`src/rtl/frame_scheduler.sv`:
```
// ---------------------------------------------------------------------------
// frame_scheduler
//
// Purpose:
//   Walks one image frame through the ray generator / ray processor pair.
//   Pixel coordinates are issued in raster order under a valid/ready
//   handshake, and the number of rays in flight is bounded by a credit
//   counter. Results come back in request order, are buffered in a small
//   in-order FIFO, and leave as a pixel stream tagged with start-of-frame
//   and end-of-line markers.
//
// Ports:
//   clk, reset_n                   clock, asynchronous active-low reset
//   start, cfg_width, cfg_height   frame request and image dimensions
//   busy, frame_done, cfg_err      frame status (done/err are 1-cycle pulses)
//   req_valid/req_ready/req_x/req_y    ray request channel
//   rsp_valid, rsp_r/g/b           in-order ray results (no back-pressure)
//   out_valid/out_ready/out_data   pixel output stream, data = {r,g,b}
//   out_sof, out_eol               frame/line markers, qualified by out_valid
// ---------------------------------------------------------------------------
module frame_scheduler #(
  parameter int CNT_W           = 13,
  parameter int COLOR_W         = 8,
  parameter int MAX_OUTSTANDING = 4
) (
  input  logic                 clk,
  input  logic                 reset_n,
  input  logic                 start,
  input  logic [CNT_W-1:0]     cfg_width,
  input  logic [CNT_W-1:0]     cfg_height,
  output logic                 busy,
  output logic                 frame_done,
  output logic                 cfg_err,
  output logic                 req_valid,
  input  logic                 req_ready,
  output logic [CNT_W-1:0]     req_x,
  output logic [CNT_W-1:0]     req_y,
  input  logic                 rsp_valid,
  input  logic [COLOR_W-1:0]   rsp_r,
  input  logic [COLOR_W-1:0]   rsp_g,
  input  logic [COLOR_W-1:0]   rsp_b,
  output logic                 out_valid,
  input  logic                 out_ready,
  output logic [3*COLOR_W-1:0] out_data,
  output logic                 out_sof,
  output logic                 out_eol
);

  localparam int CRED_W = $clog2(MAX_OUTSTANDING + 1);
  localparam int PTR_W  = $clog2(MAX_OUTSTANDING);
  localparam int DATA_W = 3 * COLOR_W;

  localparam logic [CNT_W-1:0]  ONE_C      = CNT_W'(1);
  localparam logic [CRED_W-1:0] ONE_CR     = CRED_W'(1);
  localparam logic [CRED_W-1:0] MAX_CRED   = CRED_W'(MAX_OUTSTANDING);
  localparam logic [PTR_W-1:0]  ONE_P      = PTR_W'(1);
  localparam logic [PTR_W:0]    ONE_N      = (PTR_W + 1)'(1);
  localparam logic [PTR_W:0]    FIFO_DEPTH = (PTR_W + 1)'(MAX_OUTSTANDING);

  typedef enum logic [1:0] {
    S_IDLE  = 2'd0,
    S_ISSUE = 2'd1,
    S_DRAIN = 2'd2,
    S_DONE  = 2'd3
  } state_t;

  // -------------------------------------------------------------------------
  // State
  // -------------------------------------------------------------------------
  state_t              r_state;
  logic [CNT_W-1:0]    r_width;
  logic [CNT_W-1:0]    r_height;
  logic [CNT_W-1:0]    r_x;
  logic [CNT_W-1:0]    r_y;
  logic                r_busy;
  logic                r_frame_done;
  logic                r_cfg_err;

  logic [CRED_W-1:0]   r_credits;

  logic [DATA_W-1:0]   r_mem [MAX_OUTSTANDING];
  logic [PTR_W-1:0]    r_wr_ptr;
  logic [PTR_W-1:0]    r_rd_ptr;
  logic [PTR_W:0]      r_count;

  logic [CNT_W-1:0]    r_ocol;
  logic [CNT_W-1:0]    r_orow;

  // -------------------------------------------------------------------------
  // Combinational decode
  // -------------------------------------------------------------------------
  logic                w_idle;
  logic                w_dim_zero;
  logic                w_start_ok;
  logic                w_start_bad;
  logic                w_req_valid;
  logic                w_req_fire;
  logic                w_out_valid;
  logic                w_out_fire;
  logic                w_fifo_full;
  logic                w_rsp_block;
  logic                w_push;
  logic                w_x_last;
  logic                w_y_last;
  logic                w_ocol_last;
  logic [DATA_W-1:0]   w_rsp_data;

  assign w_idle      = (r_state == S_IDLE);
  assign w_dim_zero  = (cfg_width == '0) || (cfg_height == '0);
  assign w_start_ok  = w_idle && start && !w_dim_zero;
  assign w_start_bad = w_idle && start && w_dim_zero;

  assign w_req_valid = (r_state == S_ISSUE) && (r_credits < MAX_CRED);
  assign w_req_fire  = w_req_valid && req_ready;

  assign w_out_valid = (r_count != '0);
  assign w_out_fire  = w_out_valid && out_ready;

  // A full FIFO can still take a result if a pop frees a slot this cycle.
  // An idle scheduler with no credits has nothing in flight, so anything
  // arriving then (e.g. stragglers from a frame aborted by reset) is stale.
  assign w_fifo_full = (r_count == FIFO_DEPTH);
  assign w_rsp_block = w_idle && (r_credits == '0);
  assign w_push      = rsp_valid && !w_rsp_block && (!w_fifo_full || w_out_fire);
  assign w_rsp_data  = {rsp_r, rsp_g, rsp_b};

  assign w_x_last    = (r_x == r_width - ONE_C);
  assign w_y_last    = (r_y == r_height - ONE_C);
  assign w_ocol_last = (r_ocol == r_width - ONE_C);

  // -------------------------------------------------------------------------
  // Frame sequencing FSM and request coordinates
  // -------------------------------------------------------------------------
  always_ff @(posedge clk or negedge reset_n) begin
    if (!reset_n) begin
      r_state      <= S_IDLE;
      r_width      <= '0;
      r_height     <= '0;
      r_x          <= '0;
      r_y          <= '0;
      r_busy       <= 1'b0;
      r_frame_done <= 1'b0;
      r_cfg_err    <= 1'b0;
    end else begin
      r_frame_done <= 1'b0;
      r_cfg_err    <= 1'b0;
      case (r_state)
        S_IDLE: begin
          if (w_start_bad) begin
            r_cfg_err <= 1'b1;
          end else if (w_start_ok) begin
            r_width  <= cfg_width;
            r_height <= cfg_height;
            r_x      <= '0;
            r_y      <= '0;
            r_busy   <= 1'b1;
            r_state  <= S_ISSUE;
          end
        end
        S_ISSUE: begin
          if (w_req_fire) begin
            if (w_x_last) begin
              r_x <= '0;
              if (w_y_last) begin
                r_state <= S_DRAIN;
              end else begin
                r_y <= r_y + ONE_C;
              end
            end else begin
              r_x <= r_x + ONE_C;
            end
          end
        end
        S_DRAIN: begin
          // Zero credits means every issued ray has also left on the output.
          if ((r_credits == '0) && (r_count == '0)) begin
            r_busy       <= 1'b0;
            r_frame_done <= 1'b1;
            r_state      <= S_DONE;
          end
        end
        S_DONE: begin
          r_state <= S_IDLE;
        end
        default: begin
          r_state <= S_IDLE;
        end
      endcase
    end
  end

  // -------------------------------------------------------------------------
  // Credit counter: one credit per ray from request until its pixel leaves.
  // Holding it at MAX_OUTSTANDING also guarantees the FIFO never overflows.
  // -------------------------------------------------------------------------
  always_ff @(posedge clk or negedge reset_n) begin
    if (!reset_n) begin
      r_credits <= '0;
    end else if (w_start_ok) begin
      r_credits <= '0;
    end else begin
      case ({w_req_fire, w_out_fire})
        2'b10:   r_credits <= r_credits + ONE_CR;
        2'b01:   r_credits <= r_credits - ONE_CR;
        default: r_credits <= r_credits;
      endcase
    end
  end

  // -------------------------------------------------------------------------
  // Result FIFO. Storage needs no reset: r_count gates everything visible.
  // -------------------------------------------------------------------------
  always_ff @(posedge clk) begin
    if (w_push) begin
      r_mem[r_wr_ptr] <= w_rsp_data;
    end
  end

  always_ff @(posedge clk or negedge reset_n) begin
    if (!reset_n) begin
      r_wr_ptr <= '0;
      r_rd_ptr <= '0;
      r_count  <= '0;
    end else if (w_start_ok) begin
      r_wr_ptr <= '0;
      r_rd_ptr <= '0;
      r_count  <= '0;
    end else begin
      if (w_push) begin
        r_wr_ptr <= r_wr_ptr + ONE_P;
      end
      if (w_out_fire) begin
        r_rd_ptr <= r_rd_ptr + ONE_P;
      end
      case ({w_push, w_out_fire})
        2'b10:   r_count <= r_count + ONE_N;
        2'b01:   r_count <= r_count - ONE_N;
        default: r_count <= r_count;
      endcase
    end
  end

  // -------------------------------------------------------------------------
  // Output position counters for the frame/line markers
  // -------------------------------------------------------------------------
  always_ff @(posedge clk or negedge reset_n) begin
    if (!reset_n) begin
      r_ocol <= '0;
      r_orow <= '0;
    end else if (w_start_ok) begin
      r_ocol <= '0;
      r_orow <= '0;
    end else if (w_out_fire) begin
      if (w_ocol_last) begin
        r_ocol <= '0;
        r_orow <= r_orow + ONE_C;
      end else begin
        r_ocol <= r_ocol + ONE_C;
      end
    end
  end

  // -------------------------------------------------------------------------
  // Outputs. Everything below is decoded from registers only, so it holds
  // steady under back-pressure and drops to zero the moment reset asserts.
  // -------------------------------------------------------------------------
  assign busy       = r_busy;
  assign frame_done = r_frame_done;
  assign cfg_err    = r_cfg_err;

  assign req_valid  = w_req_valid;
  assign req_x      = r_x;
  assign req_y      = r_y;

  assign out_valid  = w_out_valid;
  assign out_data   = w_out_valid ? r_mem[r_rd_ptr] : '0;
  assign out_sof    = w_out_valid && (r_ocol == '0) && (r_orow == '0);
  assign out_eol    = w_out_valid && w_ocol_last;

endmodule

```
`config.mk`:
```
export PLATFORM = sky130hd
export DESIGN_NAME = frame_scheduler
export DESIGN_NICKNAME = d
export VERILOG_FILES = /design/src/rtl/frame_scheduler.sv
export SDC_FILE = /design/constraint.sdc
export NUM_CORES = 1
export LEC_CHECK = 0
export BUFFER_PORTS_ARGS = -buffer_cell sky130_fd_sc_hd__buf_2
export CAP_MARGIN = 20
export CORE_ASPECT_RATIO = 1.75
export CORE_UTILIZATION = 25
export CTS_CLUSTER_DIAMETER = 40
export CTS_CLUSTER_SIZE = 20
export DETAILED_ROUTE_END_ITERATION = 7
export GPL_TIMING_DRIVEN = 0
export MAX_ROUTING_LAYER = met4
export PLACE_DENSITY_LB_ADDON = 0.1
export SETUP_SLACK_MARGIN = 0.05
export SLEW_MARGIN = 25
export SYNTH_ARGS = -nofsm -noshare
export SYNTH_HDL_FRONTEND = slang
export SYNTH_SLANG_ARGS = --single-unit
```
`constraint.sdc`:
```
create_clock -name clk -period 4 [get_ports clk]
set_clock_uncertainty 0.2 [all_clocks]
set_input_delay 0.4 -clock clk [delete_from_list [all_inputs] [get_ports clk]]
set_output_delay 0.4 -clock clk [all_outputs]
set_load 0.03 [all_outputs]
```
==> flow_summary_export.csv, run 1 <==
group,metric,value,unit
yosys,synth_area,9696,um2
timing,slew_viol_final,0,
floorplan,die_x,150.9,um
timing,timing.slew.headroom,41.57,%
cells_and_area,area_delta_synth_final,26.89,%
power_and_ir_drop,p_leak,5.015,nW
placed_design,gp_congestion,0.7998,
power_and_ir_drop,switchingPower,2.540,mW
run_status,status,"finished clean",
placed_design,placedCellCount,1434,
setup_path,cp.arrival,3920,ps
timing,holdWs,22.34,ps
cells_and_area,utilization,32.14,%
yosys,synth_seq_cells,189,
global_route,grt_util_all_layers,14.84,%
clock_tree,cts_buffers,17,
setup_path,startpoint_type,"register",
yosys,synth-edff-count,96,
yosys,syn_nets,906,
global_route,grt_max_degree,65,
power_and_ir_drop,intPower,4.133,mW
detailed_routing,via_count,7138,
global_route,grt_pass1_vias,7530,
timing,finalWorstSetupSlack,217.3,ps
placed_design,dp_slack,-875.8,ps
floorplan,die_area,39600,um2
clock_tree,cts_sinks,189,
power_and_ir_drop,p_sw_share,38.06,%
cells_and_area,postLayoutCellArea,12300,um2
yosys,synth_ff_type,"edfxtp_1",
power_and_ir_drop,p_comb_share,34.8,%
timing,tightest_slew,868.5,ps
floorplan,io_pins,113,
yosys,synthArstFlopShare,49.21,%
detailed_routing,viasPerCell,4.699,
power_and_ir_drop,p_per_area,542.4,nW/um2
clock_tree,cts_tree,"yes",
yosys,ys_seq_area_share,53.74,%
floorplan,die_h,262.5,um
global_route,grt_pass1_wl,42820,um
setup_path,r2r_cells,11,
timing,setup_viol,0,
hold_path,whs_path_depth,2,
yosys,synth_largest_area_cell,"edfxtp_1",
cells_and_area,layout-drive-gt1-share,23.06,%
clock_tree,worst_skew_pair.late_latency,460,ps
run,maxCapViolCount,0,
detailed_routing,wl,27250,um
placed_design,place_area,11000,um2
detailed_routing,ant_nets,0,
timing,tns,0,ps
detailed_routing,drt_pass1_iterations,4,
global_route,antenna_found_initial,2,
setup_path,criticalPathCategory,"reg -> reg",
timing,fmax,264.4,MHz
setup_path,worstPathMaxFanout,8,
power_and_ir_drop,seqPwrFrac,37.7,%
placed_design,post-dp-hpwl,19520,um
clock_tree,clk_pin_slew,80,ps
setup_path,end_kind,"register",
yosys,synth_cells,832,
power_and_ir_drop,power.total,6.673,mW
cells_and_area,nets,1093,
clock_tree,htreeDepth,4,
clock_tree,clockBufferDepth,2,
detailed_routing,drc,0,
placed_design,port_buffers,112,
global_route,gr-total-overflow,0,
floorplan,core-area,38270,um2
timing,period_needed,3783,ps
cells_and_area,nFillCells,3915,
yosys,ys_types,64,
detailed_routing,first_iter_violations,206,
yosys,synth.area.top_cells,"edfxtp_1, dfrtp_1, mux4_2, xnor2_1, mux2_2",
power_and_ir_drop,vdd_drop_max,0.0003347,V
setup_path,crit_required,4140,ps
yosys,yosys_warnings,0,
detailed_routing,wire_per_inst,17.94,um
timing,rsz0062_at_grt,"false",
yosys,syn_avg_cell_area,11.65,um2
floorplan,row_count,95,
yosys,synth_top_area_share,29.73,%
cells_and_area,post_layout_nonfiller_instances,1519,
power_and_ir_drop,p_clk_share,27.5,%
hold_path,hold_path_class,"in -> reg",
timing,fin_crit_sh,94.57,%
floorplan,start_util,25.33,%
timing,hold_viol_final,0,
clock_tree,cts_root_buffer,"clkbuf_16",
final cells by class:
cell class | count | area, um2 | area share [%]
antenna | 2 | 5.005 | 0.04068
sequential | 189 | 5210 | 42.35
buffer | 42 | 181.4 | 1.475
clock buffer | 17 | 425.4 | 3.458
tap | 485 | 606.8 | 4.932
clock inverter | 15 | 221.5 | 1.800
inverter | 29 | 108.9 | 0.8848
multi-input combinational | 568 | 4307 | 35.00
timing repair buffer | 172 | 1237 | 10.06
cell usage in the layout (no fill, tap or decap), drive strengths merged, types with 24 or more instances in the layout:
master,Yosys,final
nor3,38,38
mux4,24,24
xor2,29,29
nand3,28,28
nand2,55,55
clkbuf,35,49
a21oi,27,27
edfxtp,96,96
inv,29,35
xnor2,46,46
o21ai,32,32
buf,11,132
nor2,53,53
dlygate4sd3,0,50
dfrtp,93,93
and2,30,30
synthesized netlist by cell type, types with 4 or more instances:
| cell type | count |
|---|---|
| nand3_1 | 28 |
| a21oi_1 | 27 |
| mux2i_1 | 9 |
| nor3_1 | 37 |
| a21o_1 | 8 |
| xnor2_1 | 46 |
| inv_1 | 29 |
| ha_1 | 16 |
| and3_1 | 9 |
| nor2_1 | 53 |
| buf_2 | 5 |
| o21ai_0 | 31 |
| or2_2 | 4 |
| nor4_1 | 18 |
| nor2b_1 | 4 |
| mux2_2 | 23 |
| or4_1 | 11 |
| mux4_2 | 24 |
| a31oi_1 | 5 |
| xor2_1 | 29 |
| dfrtp_1 | 93 |
| and2_1 | 30 |
| a22o_1 | 8 |
| nand2b_1 | 12 |
| nor3b_1 | 6 |
| edfxtp_1 | 96 |
| buf_1 | 5 |
| clkbuf_1 | 35 |
| or3_1 | 9 |
| nand4_1 | 17 |
| nand2_1 | 55 |
sequential cells by signal (all words and copies together), names as in the netlist:
signal and flops:
r_mem 96, req_x 13, r_ocol 13, r_rd_ptr 2
r_state 2, r_count 3, frame_done 1, r_credits 3
r_wr_ptr 2, r_height 13, busy 1, r_width 13
req_y 13, r_orow 13, cfg_err 1
worst paths after layout:
check                                         start                        to  slack, ps
max                          r_width[0]$_DFFE_PN0P_      req_y[9]$_DFFE_PN0P_        220
min                                  cfg_height[12]  r_height[12]$_DFFE_PN0P_         20
max reg2reg                  r_width[0]$_DFFE_PN0P_      req_y[9]$_DFFE_PN0P_        220
min reg2reg                r_credits[2]$_DFFE_PN0P_  r_credits[2]$_DFFE_PN0P_        340
max in group asynchronous                   reset_n    r_width[7]$_DFFE_PN0P_       2720
min in group asynchronous                   reset_n   r_height[5]$_DFFE_PN0P_        180
power by group through the flow:
stage | combinational [mW] | clock, mW | sequential [mW]
floorplan | 1.53 | 0 | 2.57
global placement | 2.26 | 0 | 2.57
detailed placement | 2.35 | 0 | 2.56
CTS | 2.40 | 1.91 | 2.52
global route | 2.57 | 1.98 | 2.55
finish | 2.33 | 1.83 | 2.52
cell families (layout without fill, tap and decap cells):
| kind of cell | after synthesis | in the layout | share of synthesized area (%) |
|---|---|---|---|
| AO/OA/AOI/OAI | 112 | 112 | 7.601 |
| XOR/XNOR | 77 | 77 | 7.240 |
| adder cells (fa/ha/maj) | 18 | 18 | 2.478 |
| buffers and inverters | 75 | 275 | 3.046 |
| flip-flops | 189 | 189 | 53.74 |
| multiplexers | 56 | 56 | 9.175 |
| other | 0 | 2 | 0 |
| AND/OR/NAND/NOR | 305 | 305 | 16.72 |
layer usage:
| layer | global-route usage [%] | share of wire (%) | up-vias | routed length [um] |
|---|---|---|---|---|
| li1 | - | - | 3434 | - |
| met3 | 2.865 | 3.1 | 29 | 834 |
| met2 | 27.09 | 56 | 118 | 15180 |
| met4 | 4.838 | 1.8 | 0 | 503 |
| met5 | - | 0 | - | 0 |
| met1 | 15.63 | 39 | 3557 | 10730 |
what timing repair did:
action,in CTS,in global routing
pin swaps,2,5
hold endpoints to repair,151,0
setup buffers,2,3
resized for setup,15,12
hold buffers,50,0
endpoints found under the setup margin,29,16
critical path: stages, from the launching register on:
cell and delay [ps]:
dfrtp_1 360, buf_4 170, or4_4 570, nor3_4 250
xnor2_1 90, a21oi_1 170, nand4_1 130, or4_1 560
buf_6 170, o31a_4 320, or4_1 540, mux2i_1 140
Power figures use the tool's default switching activity.
==> run 2: changes to the inputs <==
--- a/config.mk
+++ b/config.mk
@@ -6,4 +6,5 @@
 export NUM_CORES = 1
 export LEC_CHECK = 0
+export ABC_CLOCK_PERIOD_IN_PS = 4000
 export BUFFER_PORTS_ARGS = -buffer_cell sky130_fd_sc_hd__buf_2
 export CAP_MARGIN = 20
==> constraint.sdc (replaced) <==
create_clock -name clk -period 4 [get_ports clk]
set_clock_uncertainty 0.2 [all_clocks]
set_input_delay 0.6 -clock clk [delete_from_list [all_inputs] [get_ports clk]]
set_output_delay 0.6 -clock clk [all_outputs]
set_load 0.03 [all_outputs]
==> flow_summary_export.csv, run 2 (synthesized netlist as in run 1, its figures left out) <==
group,metric,value,unit
global_route,grt_util_all_layers,14.74,%
timing,timing.slew.headroom,41.58,%
setup_path,cp.arrival,3970,ps
setup_path,slowest_delay,540,ps
detailed_routing,via_count,6990,
hold_path,hold_path_class,"in -> reg",
setup_path,setup.reg_to_reg.worst_slack,180,ps
setup_path,cp_top_family,"simple AND/OR/NAND/NOR gates",
clock_tree,cts_sinks,189,
cells_and_area,largest_reg_flops,96,
power_and_ir_drop,p_leak,4.843,nW
floorplan,row_count,95,
setup_path,crit_required,4140,ps
clock_tree,clk_pin_slew,90,ps
setup_path,r2r_cells,13,
floorplan,die_x,150.9,um
timing,tightest_slew,868.3,ps
floorplan,die_h,262.5,um
setup_path,startpoint_type,"register",
placed_design,gp_congestion,0.7998,
cells_and_area,final_cell_mix,"buf_2, edfxtp_1, dfrtp_1, nand2_1, nor2_1",
cells_and_area,area_delta_synth_final,22.56,%
global_route,grt_pass1_wl,42330,um
cells_and_area,utilization,31.05,%
detailed_routing,wire_per_inst,18.34,um
setup_path,end_kind,"register",
timing,setup_viol,0,
timing,holdWs,148.8,ps
clock_tree,cts_tree,"yes",
floorplan,io_pins,113,
detailed_routing,drt_pass1_iterations,4,
floorplan,start_util,25.33,%
timing,slew_viol_final,0,
floorplan,core-area,38270,um2
detailed_routing,first_iter_violations,222,
clock_tree,htreeDepth,4,
detailed_routing,viasPerCell,4.742,
timing,hold_viol_final,0,
global_route,antenna_found_initial,2,
setup_path,worstPathMaxFanout,8,
timing,period_needed,3821,ps
global_route,grt_pass1_vias,7360,
clock_tree,cts_buffers,17,
timing,fin_crit_sh,95.53,%
setup_path,worst-path-buf-inv,3,
timing,fmax,261.7,MHz
setup_path,crit_chain,"buf_2, inv_2, ha_4, nor3b_4, nor3b_1, a2111oi_2, o31a_1, o211ai_1, or4_4, buf_6, o31a_4, or4_1, mux2i_1",
clock_tree,clockBufferDepth,2,
clock_tree,cts_root_buffer,"clkbuf_16",
cells_and_area,regMostFlops,"r_mem",
cells_and_area,layout-drive-gt1-share,24.92,%
setup_path,cp.depth,13,
global_route,grt_max_degree,65,
detailed_routing,ant_nets,0,
power_and_ir_drop,vdd_drop_max,0.0003345,V
cells_and_area,nets,1048,
clock_tree,worst_skew_pair.late_latency,460,ps
global_route,gr-total-overflow,0,
hold_path,whs_path_depth,1,
setup_path,critical-path-slowest-cell,"or4_1",
floorplan,die_area,39600,um2
run_status,status,"finished clean",
setup_path,criticalPathCategory,"reg -> reg",
cells_and_area,multi_input_area,4322,um2
cells_and_area,register_area,5210,um2
power_and_ir_drop,power.total,6.649,mW
cells_and_area,nFillCells,3940,
timing,tns,0,ps
placed_design,port_buffers,112,
cells_and_area,final_common_cell,"buf_2",
placed_design,post-dp-hpwl,19520,um
run,maxCapViolCount,0,
detailed_routing,wl,27040,um
power_and_ir_drop,p_per_area,559.5,nW/um2
timing,rsz0062_at_grt,"true",
detailed_routing,drc,0,
## run 2: cell type report
type | instances | area share (%)
Tap cell | 485 | 5.107
Multi-Input combinational cell | 568 | 36.37
Timing Repair Buffer | 128 | 6.665
Sequential cell | 189 | 43.85
Inverter | 29 | 0.9161
Buffer | 41 | 1.611
Clock inverter | 15 | 1.864
Clock buffer | 17 | 3.580
Antenna cell | 2 | 0.04212
## run 2: routing by layer
layer  wire length, um  track usage, %  up-vias
met2             15080           26.90      141
li1                  -               -     3343
met3               961           2.969       27
met1             10510           15.46     3479
met4               485           4.757        0
met5                 0               -        -
## run 2: final timing paths
kind                                     startpoint                  endpoint
setup / recovery             r_width[0]$_DFFE_PN0P_      req_y[7]$_DFFE_PN0P_
hold / removal                             rsp_g[0]     r_mem[3][8]$_DFFE_PP_
setup reg to reg             r_width[0]$_DFFE_PN0P_      req_y[7]$_DFFE_PN0P_
hold reg to reg            r_credits[2]$_DFFE_PN0P_  r_credits[2]$_DFFE_PN0P_
max in group asynchronous                   reset_n     r_orow[0]$_DFFE_PN0P_
min in group asynchronous                   reset_n   r_height[5]$_DFFE_PN0P_
## run 2: repair_timing
item / 4_1_cts / 5_1_grt
endpoints found under the hold margin: 29 / 0
setup buffers: 5 / 5
hold buffers: 1 / 0
endpoints found under the setup margin: 39 / 24
gates resized for setup: 22 / 19
pin swaps: 4 / 7
## run 2: per-stage QoR
step / worst slack [ps] / cells / cell area (um2)
floorplan: 237.0 / 832 / 9696
global placement: -924.6 / 1429 / 10860
detailed placement: -875.8 / 1434 / 11000
CTS: 54.64 / 1469 / 11800
global route: 15.34 / 1474 / 11880
finish: 178.7 / 1474 / 11880
## run 2: where the power goes
group          total [mW]  internal [mW]  switching [mW]  leakage (nW)
Combinational        2.30          0.867            1.43          2.44
Clock                1.83          0.875           0.956         0.306
Sequential           2.52           2.37           0.146          2.09
Total                6.65           4.11            2.54          4.84
